### src/rtl/kmeans_sequencer.sv
// Run-level controller for the k-means datapath: centroid load, point streaming, mean
// recomputation, write-back and convergence loop. Optional macro: KMEANS_SEQ_ITER_LIMIT_EN.
module kmeans_sequencer #(
    parameter int addrWidth    = 8,
    parameter int centroid_num = 8,
    parameter int PIPE_LAT     = 2,
    parameter int ITER_W       = 8,
    parameter int MAX_ITER     = 16
) (
    input  logic                    clk,
    input  logic                    rst,
    input  logic                    start,
    input  logic [addrWidth-1:0]    num_points,
    output logic                    ram_rd_en,
    output logic [addrWidth-1:0]    ram_addr,
    output logic                    ram_input_reg_en,
    output logic [centroid_num-1:0] centroid_en,
    output logic                    first_iteration,
    output logic                    pipe3_regs_reset_n,
    output logic                    accumulators_en,
    output logic                    means_start,
    input  logic                    means_done,
    output logic [2:0]              cent_cnt,
    output logic                    cent_wr_en,
    input  logic                    converged,
    output logic                    busy,
    output logic                    done,
    output logic [ITER_W-1:0]       iter_count,
    output logic                    iter_limit_hit
);
    typedef enum logic [3:0] {
        IDLE, LOAD, CLR, STREAM, DRAIN, MEANS, WRBACK, CHECK, FIN
    } state_t;

    localparam logic [addrWidth-1:0] LAST_CENT_ADDR = addrWidth'(centroid_num - 1);
    localparam logic [2:0]           LAST_CENT_CNT  = 3'(centroid_num - 1);

    if (PIPE_LAT < 1 || centroid_num < 1 || centroid_num > 8 || MAX_ITER < 1) begin : g_bad_cfg
        $error("kmeans_sequencer: unsupported parameter combination");
    end

    state_t                 state;
    logic [addrWidth-1:0]   num_pts;
    logic [PIPE_LAT-1:0]    acc_pipe_p;
    logic [ITER_W-1:0]      iter_next;

    function automatic logic [ITER_W-1:0] sat_inc(input logic [ITER_W-1:0] v);
        return (&v) ? v : v + 1'b1;
    endfunction

    assign iter_next       = sat_inc(iter_count);
    assign accumulators_en = acc_pipe_p[PIPE_LAT-1];

    always_ff @(posedge clk) begin
        if (state == IDLE && start)
            num_pts <= num_points;
    end

    always_ff @(posedge clk or posedge rst) begin
        if (rst) begin
            state              <= IDLE;
            ram_rd_en          <= 1'b0;
            ram_addr           <= '0;
            ram_input_reg_en   <= 1'b0;
            acc_pipe_p         <= '0;
            centroid_en        <= '0;
            first_iteration    <= 1'b0;
            pipe3_regs_reset_n <= 1'b1;
            means_start        <= 1'b0;
            cent_cnt           <= '0;
            cent_wr_en         <= 1'b0;
            busy               <= 1'b0;
            done               <= 1'b0;
            iter_count         <= '0;
`ifdef KMEANS_SEQ_ITER_LIMIT_EN
            iter_limit_hit     <= 1'b0;
`endif
        end else begin
            // Read-data capture and the classify-pipe delay line toward the accumulators
            ram_input_reg_en <= ram_rd_en && (state == STREAM);
            acc_pipe_p       <= (acc_pipe_p << 1) | PIPE_LAT'(ram_input_reg_en);
            centroid_en      <= (state == LOAD && ram_rd_en) ? (centroid_num'(1) << ram_addr) : '0;
            first_iteration  <= ram_rd_en && (state == LOAD);

            case (state)
                IDLE: begin
                    if (start) begin
                        state      <= LOAD;
                        busy       <= 1'b1;
                        ram_rd_en  <= 1'b1;
                        ram_addr   <= '0;
                        iter_count <= '0;
`ifdef KMEANS_SEQ_ITER_LIMIT_EN
                        iter_limit_hit <= 1'b0;
`endif
                    end
                end
                LOAD: begin
                    if (ram_rd_en) begin
                        if (ram_addr == LAST_CENT_ADDR) begin
                            ram_rd_en <= 1'b0;
                            ram_addr  <= '0;
                        end else begin
                            ram_addr <= ram_addr + 1'b1;
                        end
                    end
                    if (centroid_en[centroid_num-1]) begin
                        state              <= CLR;
                        pipe3_regs_reset_n <= 1'b0;
                    end
                end
                CLR: begin
                    pipe3_regs_reset_n <= 1'b1;
                    ram_rd_en          <= 1'b1;
                    ram_addr           <= '0;
                    state              <= STREAM;
                end
                STREAM: begin
                    if (ram_addr == num_pts) begin
                        ram_rd_en <= 1'b0;
                        ram_addr  <= '0;
                        state     <= DRAIN;
                    end else begin
                        ram_addr <= ram_addr + 1'b1;
                    end
                end
                DRAIN: begin
                    // Leave right after the final accumulate, once nothing is left in flight
                    if (accumulators_en && !ram_input_reg_en && ((acc_pipe_p << 1) == '0)) begin
                        state       <= MEANS;
                        means_start <= 1'b1;
                    end
                end
                MEANS: begin
                    means_start <= 1'b0;
                    if (!means_start && means_done) begin
                        state      <= WRBACK;
                        cent_wr_en <= 1'b1;
                        cent_cnt   <= '0;
                    end
                end
                WRBACK: begin
                    if (cent_cnt == LAST_CENT_CNT) begin
                        cent_wr_en <= 1'b0;
                        cent_cnt   <= '0;
                        state      <= CHECK;
                    end else begin
                        cent_cnt <= cent_cnt + 1'b1;
                    end
                end
                CHECK: begin
                    iter_count <= iter_next;
                    if (converged) begin
                        state <= FIN;
                        done  <= 1'b1;
                    end
`ifdef KMEANS_SEQ_ITER_LIMIT_EN
                    else if (iter_next == ITER_W'(MAX_ITER)) begin
                        state          <= FIN;
                        done           <= 1'b1;
                        iter_limit_hit <= 1'b1;
                    end
`endif
                    else begin
                        state              <= CLR;
                        pipe3_regs_reset_n <= 1'b0;
                    end
                end
                FIN: begin
                    done  <= 1'b0;
                    busy  <= 1'b0;
                    state <= IDLE;
                end
                default: state <= IDLE;
            endcase
        end
    end

`ifndef KMEANS_SEQ_ITER_LIMIT_EN
    assign iter_limit_hit = 1'b0;
`endif

endmodule

### config.mk
export PLATFORM = sky130hd
export DESIGN_NAME = kmeans_sequencer
export DESIGN_NICKNAME = d
export VERILOG_FILES = /design/src/rtl/kmeans_sequencer.sv
export SDC_FILE = /design/constraint.sdc
export NUM_CORES = 1
export LEC_CHECK = 0
export BUFFER_PORTS_ARGS = -buffer_cell sky130_fd_sc_hd__buf_2
export CAP_MARGIN = 15
export CORE_ASPECT_RATIO = 1.2
export CORE_MARGIN = 2
export CORE_UTILIZATION = 40
export DETAILED_ROUTE_END_ITERATION = 12
export PLACE_DENSITY = 0.66
export SLEW_MARGIN = 40
export SYNTH_ARGS = -nofsm -noshare
export SYNTH_HDL_FRONTEND = slang
export SYNTH_SLANG_ARGS = --single-unit
### constraint.sdc
create_clock -name clk -period 2.2 [get_ports clk]
set_clock_uncertainty 0.05 [all_clocks]
set_input_delay 0.55 -clock clk [delete_from_list [all_inputs] [get_ports clk]]
set_output_delay 0.55 -clock clk [all_outputs]
set_load 0.02 [all_outputs]
Word-level counts from Yosys, hierarchy flattened --
Cells that the tools add are included.
Word-level totals: register bits after elaboration 49, input port bits 13, output and inout bits 37, logic and storage cells 104
Operators by class: add/sub/neg operators 3, eq/ne operators 21, shifts and indexed selects 1, muxes and demuxes 35, bitwise gates (word level) 1, reduce and logical (&&, ||, !) cells 28
Operators with widths (number):
- 8-bit two-way mux | 6
- 4-bit case mux with 8 select lines | 1
- 8-bit case mux with 4 select lines | 1
- 4-bit two-way mux | 7
- 2-bit != test, second input constant | 9
- 8-bit by 1-bit adder with 8-bit output, second input constant | 2
- 4-bit by 3-bit equality test with 1-bit output, second input constant | 4
- 8-bit case mux with 2 select lines | 1
- 3-bit AND reduction | 5
- 1-bit two-way mux | 10
- 2-bit nonzero test | 5
- 4-bit by 2-bit equality test with 1-bit output, second input constant | 2
- 8-bit by 3-bit equality test with 1-bit output, second input constant | 1
- 8-bit equality test | 1
- 1-bit case mux with 2 select lines | 4
- 2-bit AND reduction | 4
- 8-bit AND reduction | 1
- 1-bit by 8-bit left shift with 8-bit output, first input constant | 1
- 1-bit logical AND | 6
- 3-bit two-way mux | 2
- 3-bit case mux with 2 select lines | 1
- 6-bit AND reduction | 1
- 4-bit by 1-bit equality test with 1-bit output, second input constant | 1
- 4-bit equality test, second input constant | 1
- other kinds (11) | 12

Logic depth before layout (Yosys ltp) --
word-level depth 5, gate-level depth with buffers 7

Worst setup path before layout --
No wires, ideal clock.
path kind reg2reg, start reg cent_cnt[1], end reg state[0], arrival time 1674 ps, data required time 2025 ps, slack 351 ps, stages on the path, launching flop included 8, path buffers 0, period minus slack after synthesis 1849 ps, path through dfrtp_1 -> ha_1 -> ha_1 -> nor2_1 -> a31oi_1 -> a2bb2oi_1 -> nand2b_4 -> mux2_4
Between the ends: word-level cells in the longest chain between the ends 3
Ends and longest elaborated chain:
- from (decl) | RTL line 23 | output logic [2:0] cent_cnt,
- from (signal assigned) | RTL line 148 | cent_cnt <= cent_cnt + 1'b1;
- 3-bit equality test | RTL line 143 | if (cent_cnt == LAST_CENT_CNT) begin
- 2-bit != test (no line)
- 6-bit AND reduction (no line)
- to (signal assigned) | RTL line 137 | state <= WRBACK;
- to (signal assigned) | RTL line 146 | state <= CHECK;
- to (signal assigned) | RTL line 154 | state <= FIN;
- to (decl) | RTL line 42 | state_t state;
Every way passes these cells. A chain may end at the register's enable or synchronous reset.

Final worst setup path --
start reg cent_cnt[0], end reg state[0]
Same word-level chain as after synthesis.

==> results.py <==
metrics = {
    "status": {
        "status": "completed",
    },
    "floorplanning": {
        "ios": 50,
        "dieArea_mm2": 0.00669,
        "die_w_um": 75,
        "start_util": 0.408,
        "core_area_mm2": 0.00593,
        "placementRows": 31,
        "fp.dieH_um": 89.2,
    },
    "synth": {
        "ys_seq_elements": 49,
        "synth_edf_count": 8,
        "yosys.area.top_type": "dfrtp_1",
        "syn_area_mm2": 0.00242,
        "avgSynthCellArea_um2": 10.1,
        "synth_flop_cell": "dfrtp_1",
        "yosys_warnings": 0,
        "synth_top_cell_area_share": 0.414,
        "synthCells": 239,
        "synth_area_leaders": "dfrtp_1 (41%), edfxtp_1 (9.9%), nor2_1 (4.5%), nand2_1 (4.0%), xor2_1 (3.6%)",
        "syn-num-nets": 256,
        "yosysMostFrequentCell": "dfrtp_1",
        "yosysSeqAreaShare": 0.524,
        "synth_common_cells": "dfrtp_1 (40), nor2_1 (29), nand2_1 (26)",
        "ys_async_sr_fraction": 0.837,
        "synth_cell_types": 57,
    },
    "cts": {
        "post_cts_buffers": 0,
        "worst_skew_pair.late_latency_ns": 0.30,
        "clock_path_buffers": 2,
        "clk_pin_slew_ns": 0.09,
        "ctsHtreeMaxLevel": 2,
        "cts.sinks": 49,
        "postCtsHoldBufs": 0,
        "cts_buffers": 5,
        "cts_tree": "built",
        "cts_root_buffer": "clkbuf_8",
    },
    "timing": {
        "setup_viol": 0,
        "slew_violations": 0,
        "fin_setup_tns_ns": 0,
        "fmax_mhz": 523,
        "slew_headroom": 0.613,
        "worst_slew_pin_slew_ns": 0.577,
        "hold_viol": 0,
        "rsz0062_at_grt": "false",
        "min_period_ns": 1.91,
        "finalCritPeriodShare": 0.870,
        "finalWorstSetupSlack_ns": 0.287,
    },
    "pwr": {
        "p_leak_uw": 0.00130,
        "pwr_density_cell_mw_per_mm2": 561,
        "ir_drop_v": 0.000365,
    },
    "setup_path": {
        "critPathTopFamily": "compound AO/OA/AOI/OAI gates",
        "cp_slowest_cell": "dfrtp_1",
        "crit_end": "state[0]",
        "start_kind": "flop",
        "crit_path_max_incr_delay_ns": 0.40,
        "rr_endpoint": "state[0]",
        "worstPathMaxFanout": 4,
        "path_cells": "ha_1, ha_1, nor2_1, a31oi_1, a2bb2oi_1, nand2b_4, mux2_4",
        "cp.depth": 7,
        "endpoint_kind": "flop",
        "crit_arrival_ns": 2.06,
        "crit_path_start": "cent_cnt[0]",
        "worst_path_most_repeated_cell": "ha_1",
        "r2r_cells": 7,
        "worst-setup-path-type": "reg2reg",
        "r2r_start": "cent_cnt[0]",
        "ff2ff_setup_slack_ns": 0.29,
        "crit_required_ns": 2.34,
        "crit_buf_inv": 0,
    },
    "global_route": {
        "antenna_found_initial": 0,
        "track_usage": 0.158,
        "grtUsageMet1": 0.207,
        "grtUsageMet3": 0.0282,
        "grt_max_degree": 42,
        "busiest_layer": "met2",
        "gr-usage-met2": 0.258,
        "grt_pass1_vias": 1799,
        "grt_first_pass_wirelength_um": 8220,
        "grt_overflow_total": 0,
    },
    "flow_run": {
        "max_cap_viol_count": 0,
    },
    "layout": {
        "area.growth.synth_to_final_pct": 19.8,
        "nNetsFinal": 310,
        "multiInputGateArea_mm2": 0.00106,
        "num_antenna_cells": 0,
        "drive_above_1_share": 0.279,
        "fin_area_mm2": 0.00290,
        "n_fill_cell": 588,
        "seq_area_mm2": 0.00127,
    },
    "routing": {
        "final_antenna_net_count": 0,
        "wirelength_um": 4870,
        "wl_per_cell_um": 13.0,
        "vias_per_cell": 5.12,
        "vias": 1926,
        "firstDrtPassIters": 4,
        "drc": 0,
        "drt_iter0_drc": 85,
    },
    "placement": {
        "placed_area_mm2": 0.00278,
        "numPortBuffers": 48,
        "gp_congestion": 0.821,
        "pre_cts_slack_ns": 0.155,
        "dp_hpwl_um": 3520,
    },
    "worst_hold_path": {
        "worstHoldPathType": "in2async",
    },
}
-- cells by family (layout without fill, tap and decap cells) --
kind of cell	count (synthesis)	count (layout)	share of synthesized area
muxes	4	4	0.0191
adders and majority gates	4	4	0.0207
xor gates and xnor gates	12	12	0.0434
and+or+nand+nor	105	105	0.229
buffers and inverters	17	72	0.0367
AOI/OAI and AO/OA	47	47	0.126
other	1	1	0.00155
DFF	49	49	0.524
-- layout by cell type, fill, tap and decap left out, types with 5 or more instances in the layout --
master / n
buf_2: 48
dfrtp_1: 39
nor2_1: 29
nand2_1: 26
buf_4: 12
o21ai_0: 11
xor2_1: 10
nand3_1: 10
a21oi_1: 9
nor3_1: 8
edfxtp_1: 8
clkbuf_8: 6
nor2b_1: 5
a31oi_1: 5
-- repair_timing --
| action | in CTS | in global routing |
|---|---|---|
| gates resized for setup | 0 | 1 |
| setup endpoints to repair | 0 | 1 |
| hold endpoints to repair | 0 | 0 |
-- worst min-delay path, stage by stage --
cell	delay, ns
buf_2	0.09
inv_1	0.04
buf_4	0.44
-- metal layers --
metal / vias up / part of all wire
li1: 956 / -
met1: 912 / 0.46
met2: 51 / 0.48
met3: 7 / 0.046
met4: 0 / 0.016
met5: - / 0
-- area by class of cell --
cell class	count	area share
clock buffer	6	0.0285
clock inverter	2	0.0125
inverter	4	0.00518
multi-input combinational	173	0.367
sequential	49	0.438
tap	82	0.0354
timing repair buffer	60	0.114
-- stage by stage --
| stage | hold slack [ns] | utilization | power, uW | instances |
|---|---|---|---|---|
| final | 0.311 | 0.489 | 1630 | 376 |
| after global routing | 0.352 | 0.489 | 1690 | 376 |
| after CTS | 0.331 | 0.488 | 1650 | 376 |
| after detailed placement | 0.348 | 0.468 | 973 | 368 |
| after global placement | 0.341 | 0.468 | 973 | 368 |
| after floorplan | 0.326 | - | 956 | 239 |
-- worst min path at each step --
stage | slack [ns] | start | to | depth (start not counted)
2_1_floorplan | 0.33 | acc_pipe_p[0] | acc_pipe_p[1] | 0
3_3_place_gp | 0.34 | acc_pipe_p[0] | acc_pipe_p[1] | 0
3_5_place_dp | 0.35 | acc_pipe_p[0] | acc_pipe_p[1] | 0
4_1_cts | 0.33 | rst | centroid_en[3] | 3
5_1_grt | 0.35 | num_points[1] | num_pts[1] | 1
6_report | 0.31 | rst | centroid_en[3] | 3
-- state kept, by name (all words and copies together) (netlist names) --
signal and cells:
done 1, centroid_en 8, means_start 1, iter_count 8, ram_addr 8, pipe3_regs_reset_n 1
ram_rd_en 1, num_pts 8, ram_input_reg_en 1, busy 1, acc_pipe_p 2, state 4
cent_wr_en 1, first_iteration 1, cent_cnt 3
-- report_power, final --
| part | total (uW) | internal [uW] | switching [uW] |
|---|---|---|---|
| logic | 32.8 | 10.2 | 22.6 |
| registers | 920 | 920 | 0 |
| clock network | 672 | 371 | 302 |
| total | 1630 | 1300 | 324 |
Note: power is estimated with default switching activity, not from simulation.
